`src/rtl/br_enc_onehot2bin_flow.sv`:
```
// Pipelined onehot-to-binary decoder with per-item zero/multihot flags and a saturating error count.
// Latency: exactly Latency (1 or 2) register stages from input handshake to out_valid; 1 item/cycle.
// Backpressure: each stage loads when empty or draining; in_ready is combinational from out_ready.
module br_enc_onehot2bin_flow #(
    parameter int NumValues = 2,
    parameter int BinWidth = (NumValues > 1) ? $clog2(NumValues) : 1,
    parameter int Latency = 1,
    parameter int ErrCountWidth = 8,
    parameter bit EnableAssertFinalNotValid = 1
) (
    input  logic                     clk,
    input  logic                     rst_n,
    input  logic [NumValues-1:0]     in,
    input  logic                     in_valid,
    output logic                     in_ready,
    output logic [BinWidth-1:0]      out,
    output logic                     out_multihot,
    output logic                     out_zero,
    output logic                     out_valid,
    input  logic                     out_ready,
    output logic [ErrCountWidth-1:0] err_count,
    input  logic                     err_count_clear
);

    // Lower half gets the extra bit for odd widths; the upper half is never empty since NumValues >= 2.
    localparam int LoN = (NumValues + 1) / 2;
    localparam int HiN = NumValues - LoN;
    localparam logic [ErrCountWidth-1:0] ErrMax = '1;

    logic in_accept;
    logic in_zero;
    logic in_multihot;
    logic in_err;

    assign in_accept   = in_valid && in_ready;
    assign in_zero     = (in == '0);
    // Clearing the lowest set bit leaves something behind only if two or more bits were set.
    assign in_multihot = |(in & (in - NumValues'(1)));
    assign in_err      = in_zero || in_multihot;

    if (Latency == 1) begin : g_lat1
        logic [BinWidth-1:0] idx_full;

        // Lowest set bit of the whole vector (scanning downward so the lowest one wins).
        always_comb begin
            idx_full = '0;
            for (int i = NumValues - 1; i >= 0; i--) begin
                if (in[i]) idx_full = BinWidth'(i);
            end
        end

        assign in_ready = !out_valid || out_ready;

        // Single output stage: valid follows the input whenever the stage can load.
        always_ff @(posedge clk or negedge rst_n) begin
            if (!rst_n) begin
                out_valid    <= 1'b0;
                out          <= '0;
                out_multihot <= 1'b0;
                out_zero     <= 1'b0;
            end else begin
                if (in_ready) out_valid <= in_valid;
                if (in_accept) begin
                    out          <= idx_full;
                    out_multihot <= in_multihot;
                    out_zero     <= in_zero;
                end
            end
        end
    end else begin : g_lat2
        logic [LoN-1:0]      lo_vec;
        logic [HiN-1:0]      hi_vec;
        logic [BinWidth-1:0] lo_idx;
        logic [BinWidth-1:0] hi_idx;
        logic                a_valid;
        logic                a_lo_any;
        logic                a_lo_mh;
        logic                a_hi_any;
        logic                a_hi_mh;
        logic [BinWidth-1:0] a_lo_idx;
        logic [BinWidth-1:0] a_hi_idx;
        logic                a_ready;
        logic                b_ready;
        logic [BinWidth-1:0] b_idx;

        assign lo_vec = in[LoN-1:0];
        assign hi_vec = in[NumValues-1:LoN];

        // Per-half lowest set bit, local to each half.
        always_comb begin
            lo_idx = '0;
            for (int i = LoN - 1; i >= 0; i--) begin
                if (lo_vec[i]) lo_idx = BinWidth'(i);
            end
            hi_idx = '0;
            for (int i = HiN - 1; i >= 0; i--) begin
                if (hi_vec[i]) hi_idx = BinWidth'(i);
            end
        end

        assign b_ready  = !out_valid || out_ready;
        assign a_ready  = !a_valid || b_ready;
        assign in_ready = a_ready;

        // Stage A: register any-set, multihot and local lowest index for each half.
        always_ff @(posedge clk or negedge rst_n) begin
            if (!rst_n) begin
                a_valid  <= 1'b0;
                a_lo_any <= 1'b0;
                a_lo_mh  <= 1'b0;
                a_hi_any <= 1'b0;
                a_hi_mh  <= 1'b0;
                a_lo_idx <= '0;
                a_hi_idx <= '0;
            end else begin
                if (a_ready) a_valid <= in_valid;
                if (in_accept) begin
                    a_lo_any <= |lo_vec;
                    a_lo_mh  <= |(lo_vec & (lo_vec - LoN'(1)));
                    a_hi_any <= |hi_vec;
                    a_hi_mh  <= |(hi_vec & (hi_vec - HiN'(1)));
                    a_lo_idx <= lo_idx;
                    a_hi_idx <= hi_idx;
                end
            end
        end

        // Combine halves: the lower half owns the index whenever it has any bit set.
        always_comb begin
            b_idx = '0;
            if (a_lo_any)      b_idx = a_lo_idx;
            else if (a_hi_any) b_idx = a_hi_idx + BinWidth'(LoN);
        end

        // Stage B: final index and flags, held while downstream stalls.
        always_ff @(posedge clk or negedge rst_n) begin
            if (!rst_n) begin
                out_valid    <= 1'b0;
                out          <= '0;
                out_multihot <= 1'b0;
                out_zero     <= 1'b0;
            end else begin
                if (b_ready) out_valid <= a_valid;
                if (b_ready && a_valid) begin
                    out          <= b_idx;
                    out_multihot <= a_lo_mh || a_hi_mh || (a_lo_any && a_hi_any);
                    out_zero     <= !a_lo_any && !a_hi_any;
                end
            end
        end
    end

    // Error count tracks accepted inputs; a clear wins but still counts an error in the same cycle.
    always_ff @(posedge clk or negedge rst_n) begin
        if (!rst_n) begin
            err_count <= '0;
        end else if (err_count_clear) begin
            err_count <= (in_accept && in_err) ? ErrCountWidth'(1) : '0;
        end else if (in_accept && in_err && (err_count != ErrMax)) begin
            err_count <= err_count + ErrCountWidth'(1);
        end
    end

    // Upstream must hold a stalled request steady until it is taken.
    a_in_stable: assert property (@(posedge clk) disable iff (!rst_n)
        in_valid && !in_ready |=> in_valid && $stable(in));

    // A stalled result must not change underneath the consumer.
    a_out_stable: assert property (@(posedge clk) disable iff (!rst_n)
        out_valid && !out_ready |=> out_valid && $stable(out)
                                    && $stable(out_multihot) && $stable(out_zero));

    a_out_range: assert property (@(posedge clk) disable iff (!rst_n)
        out_valid && !out_zero |-> int'(out) < NumValues);

    a_flags_excl: assert property (@(posedge clk) disable iff (!rst_n)
        out_valid |-> !(out_multihot && out_zero));

    // Nothing should be left in flight when simulation ends.
    final begin
        if (EnableAssertFinalNotValid) begin
            a_final_in: assert (!in_valid);
            a_final_out: assert (!out_valid);
        end
    end

endmodule

```
`config.mk`:
```
export PLATFORM = sky130hd
export DESIGN_NAME = br_enc_onehot2bin_flow
export DESIGN_NICKNAME = d
export VERILOG_FILES = /design/src/rtl/br_enc_onehot2bin_flow.sv
export SDC_FILE = /design/constraint.sdc
export NUM_CORES = 1
export LEC_CHECK = 0
export BUFFER_PORTS_ARGS = -buffer_cell sky130_fd_sc_hd__buf_2
export CAP_MARGIN = 20
export CORE_AREA = 4 4 41 43
export CTS_CLUSTER_SIZE = 8
export DETAILED_ROUTE_END_ITERATION = 6
export DIE_AREA = 0 0 45 47
export HOLD_SLACK_MARGIN = 0.12
export PLACE_DENSITY_LB_ADDON = 0.05
export SETUP_SLACK_MARGIN = 0.2
export SLEW_MARGIN = 30
export SYNTH_ARGS = -nofsm -noshare
export SYNTH_HDL_FRONTEND = slang
export SYNTH_SLANG_ARGS = --single-unit
```
`constraint.sdc`:
```
create_clock -name clk -period 3.16 [get_ports clk]
set_clock_uncertainty 0.1 [all_clocks]
set_input_delay 0.948 -clock clk [delete_from_list [all_inputs] [get_ports clk]]
set_output_delay 0.948 -clock clk [all_outputs]
set_load 0.01 [all_outputs]
```
-- Word-level counts from Yosys, hierarchy flattened
Cells that the tools add are included.
- register bits after elaboration: 12
- input bits: 7
- output and inout port bits: 13
- word-level logic and storage cells: 23
- add/subtract/negate cells: 2
- eq/ne operators: 1
- multiplexer cells: 5
- bitwise operators: 1
- reductions and logical operators: 9
- operators by type and width (kind ; number):
    2-to-1 mux 8 bit ; 2
    adder 8 x 1 -> 8 bit (second input constant) ; 1
    inequality test 8 bit (second input constant) ; 1
    logical AND 1 bit ; 3
    2-to-1 mux 1 bit ; 3
    bitwise AND 2 bit ; 1
    zero test 2 bit ; 1
    logical OR 1 bit ; 2
    nonzero test 2 bit ; 1
    OR reduction 2 bit ; 1
    subtractor 2 x 1 -> 2 bit (second input constant) ; 1
    zero test 1 bit ; 1

-- Logic depth before layout (Yosys ltp)
- depth after elaboration: 8
- depth in mapped cells: 7
- mapped depth without buffers: 6

-- Worst setup path before layout
OpenSTA, ideal clock, no wires.
- kind: in2reg
- from: input in[0]
- to: register err_count[5]
- setup time: 0.125 ns
- data arrival time: 2.186 ns
- required time: 2.935 ns
- setup slack: 0.749 ns
- stages: 6
- buffers on the path: 0
- cells stage by stage: inv_1 ha_1 nand2b_1 nand2b_4 nor4_1 mux2_2
- word-level cells in the longest chain between the ends: 7
- elaborated cells between the ends (all ways): 8
- those cells by class: add/sub (1); bitwise (1); reduce/logical (6)
- ends and longest elaborated chain (element ; line ; RTL):
    start: declaration ; 13 ; input logic [NumValues-1:0] in,
    subtractor 2 x 1 -> 2 bit ; 38 ; assign in_multihot = |(in & (in - NumValues'(1)));
    bitwise AND 2 bit ; 38 ;
    OR reduction 2 bit ; 38 ;
    logical OR 1 bit (*) ; 39 ; assign in_err = in_zero || in_multihot;
    logical AND 1 bit (*) (2 in series) ; 159 ; end else if (in_accept && in_err && (err_count != ErrMax)) begin
    nonzero test 2 bit (no line) (*) ; -- ;
    end signal: assignment ; 158 ; err_count <= (in_accept && in_err) ? ErrCountWidth'(1) : '0;
    end signal: assignment ; 160 ; err_count <= err_count + ErrCountWidth'(1);
    end: declaration ; 21 ; output logic [ErrCountWidth-1:0] err_count,
Every way passes the cells marked *; elsewhere a longest branch is shown, timed or not.
A chain may end at the register's enable or synchronous reset.

-- Final worst setup path
- from: input out_ready
- to: output in_ready
- word-level cells in the longest chain between the ends: 1
- ends and longest elaborated chain (element ; line ; RTL):
    start: declaration ; 20 ; input logic out_ready,
    logical OR 1 bit ; 52 ; assign in_ready = !out_valid || out_ready;
    end: declaration ; 15 ; output logic in_ready,
Every way passes these cells.

==> impl_metrics.csv <==
group,metric,value,unit
outcome,outcome,"complete, no violations",
logic_synthesis,syn_avg_cell_area,10.6,sq um
placed_design,hpwl,1.02,mm
drt,wl_per_cell,13.1,microns
setup_path,crit_top_cell,"buf_2",
grt,grt_pass1_vias,472,
sta,holdWs,0.404,ns
logic_synthesis,syn_nets,74,
clock_network,post-cts-setup-buffers,0,
floorplanning,ios,20,
grt,grt_usage,13.7,%
clock_network,cts.sinks,12,
sta,max_freq,0.405,GHz
setup_path,required,2.11,ns
clock_network,cts_root_buf,"clkbuf_4",
clock_network,clk_pin_slew,0.07,ns
clock_network,ctsResizeCount,0,
setup_path,crit_path_end_kind,"output pin",
power,p_leak,0.386,nW
finish,insertedDiodeCount,0,
logic_synthesis,syn-cell-area,671,sq um
drt,ant_nets,0,
drt,vias_per_cell,5.40,
min_path,hold_path_class,"flop to flop",
drt,wl,1.30,mm
floorplanning,num_rows,13,
floorplanning,die_w,45,microns
logic_synthesis,synth_cell_type_count,27,
finish,drive_gt1_share,36.9,%
grt,antenna_found_initial,0,
logic_synthesis,syn_inst,63,
clock_network,clk_latency,0.27,ns
logic_synthesis,yosysWarnings,0,
floorplanning,core,0.00130,sq mm
sta,finalSetupViolCount,0,
placed_design,io_buffers,19,
finish,final_util,62.4,%
clock_network,cts_tree,"built",
clock_network,htreeDepth,1,
clock_network,numCtsBuffers,3,
setup_path,cpMaxStageDelayCell,"nand2b_2",
setup_path,crit_chain,"buf_2, nand2b_2, buf_2",
logic_synthesis,seq_area_frac_synth,44.8,%
setup_path,crit_fanout,5,
finish,finalNonFillerCells,99,
sta,worst_pin_slew,0.320,ns
setup_path,arrival,1.42,ns
sta,hold_viol,0,
setup_path,critPathKind,"input pin to output pin",
clock_network,clk_path_buf_depth,2,
sta,rsz0062_at_grt,"no",
placed_design,globalplace.congestion,0.786,
grt,gr-total-overflow,0,
grt,grt_max_degree,15,
sta,drv_slew,0,
floorplanning,die-area,0.00212,sq mm
floorplanning,die_h,47,microns
drt,dr.pass1.iters,3,
clock_network,cts_hold_buf,0,
sta,finalCriticalPeriod,2.47,ns
grt,grt_pass1_wl,2.09,mm
power,power.density,417,mW/mm^2
logic_synthesis,synth-seq-cells,12,
setup_path,slowest_delay,0.22,ns
placed_design,dp_cells,95,
run,max_cap_viol_count,0,
finish,fill_cells,127,
drt,via_count,535,
power,vdd_ir_drop_max,0.000241,V
sta,fin_crit_sh,78.2,%
finish,final_nets,96,
setup_path,start_kind,"input pin",
drt,drcViolationCount,0,
sta,relSlewSlack,78.4,%
drt,drt-initial-drc-count,7,
sta,tns,0,ns
floorplanning,start_util,51.5,%
finish,area_delta_synth_final,21.1,%
metal layers:
layer	global-route usage, %	vias to the layer above	routed length [microns]
li1	-	275	-
met1	18.6	244	635
met2	20.1	14	568
met3	4.98	2	86
met4	5.26	0	10
met5	0	-	0
cell type report:
type	instances	area [sq um]	share of cell area [%]
Timing Repair Buffer	19	95.1	11.7
Clock buffer	4	36.3	4.47
Tap cell	15	18.8	2.31
Sequential cell	12	300	37.0
Inverter	4	15.0	1.85
Multi-Input combinational cell	45	347	42.7
cell families after synthesis:
family	after synthesis	synth area share (%)
compound gates	12	12.1
fa+ha+maj	4	7.46
buf+inv	6	3.54
flops	12	44.8
mux	5	8.21
simple gates	24	23.9
synth_stat cells:
cell       n  area, sq um
a21oi_1    4         20.0
buf_1      1         3.75
buf_2      1         5.00
dfrtp_1   12          300
ha_1       4         50.1
inv_1      4         15.0
mux2_2     4         45.0
mux2i_1    1         10.0
nand2_1    4         15.0
nand2b_1   2         12.5
nand2b_2   1         8.76
nand2b_4   1         13.8
nand3_1    4         20.0
nand4_1    1         6.26
nor2_1     2         7.51
nor2_4     1         11.3
nor2b_1    1         6.26
nor4_1     1         6.26
nor4b_2    1         15.0
o211ai_1   2         15.0
o21ai_0    1         5.00
o311ai_0   1         8.76
o31ai_1    2         15.0
o41ai_1    2         17.5
or3_1      1         6.26
or3b_1     1         8.76
or4_1      3         22.5
cells in the final DEF (no fill, tap or decap), types with 2 or more instances in the layout:
cell type,synthesis,final
a21oi_1,4,4
buf_2,1,19
clkbuf_4,0,3
dfrtp_1,12,12
ha_1,4,4
inv_1,4,4
mux2_2,4,4
nand2_1,4,4
nand2b_1,2,2
nand3_1,4,4
nor2_1,2,2
o211ai_1,2,2
o31ai_1,2,2
o41ai_1,2,2
or4_1,3,3
flip-flops by register name (all words and copies together) (netlist names):
name and count:
err_count 8, out 1, out_multihot 1, out_valid 1, out_zero 1
stage by stage:
stage          setup slack, ns  power, W  instance area (sq um)
6_report                 0.690  0.000338                    812
5_1_grt                  0.670  0.000355                    812
4_1_cts                  0.686  0.000343                    812
3_5_place_dp             0.510  0.000220                    776
3_3_place_gp             0.555  0.000217                    776
2_1_floorplan            0.749  0.000198                    671
power by group:
part	internal, W	switching, W
Combinational	0.0000216	0.0000256
Sequential	0.000162	0.00000658
Clock	0.0000700	0.0000526
Total	0.000254	0.0000848
path summary, 6_finish.rpt:
kind	start	endpoint	slack (ns)	cells after the start
worst max-delay path	out_ready	in_ready	0.69	3
worst min-delay path	out_multihot	out_multihot	0.40	1
worst max register to register	err_count[0]	err_count[5]	1.41	5
worst min register to register	out_multihot	out_multihot	0.40	1
max in group asynchronous	rst_n	out_multihot	2.32	1
min in group asynchronous	rst_n	err_count[0]	0.43	1
worst max-delay path: cells and delay by family:
family | cells | cell delay [ns]
and+or+nand+nor | 1 | 0.22
buffers and inverters | 2 | 0.26
No activity file was read; power rests on OpenSTA's default activity.
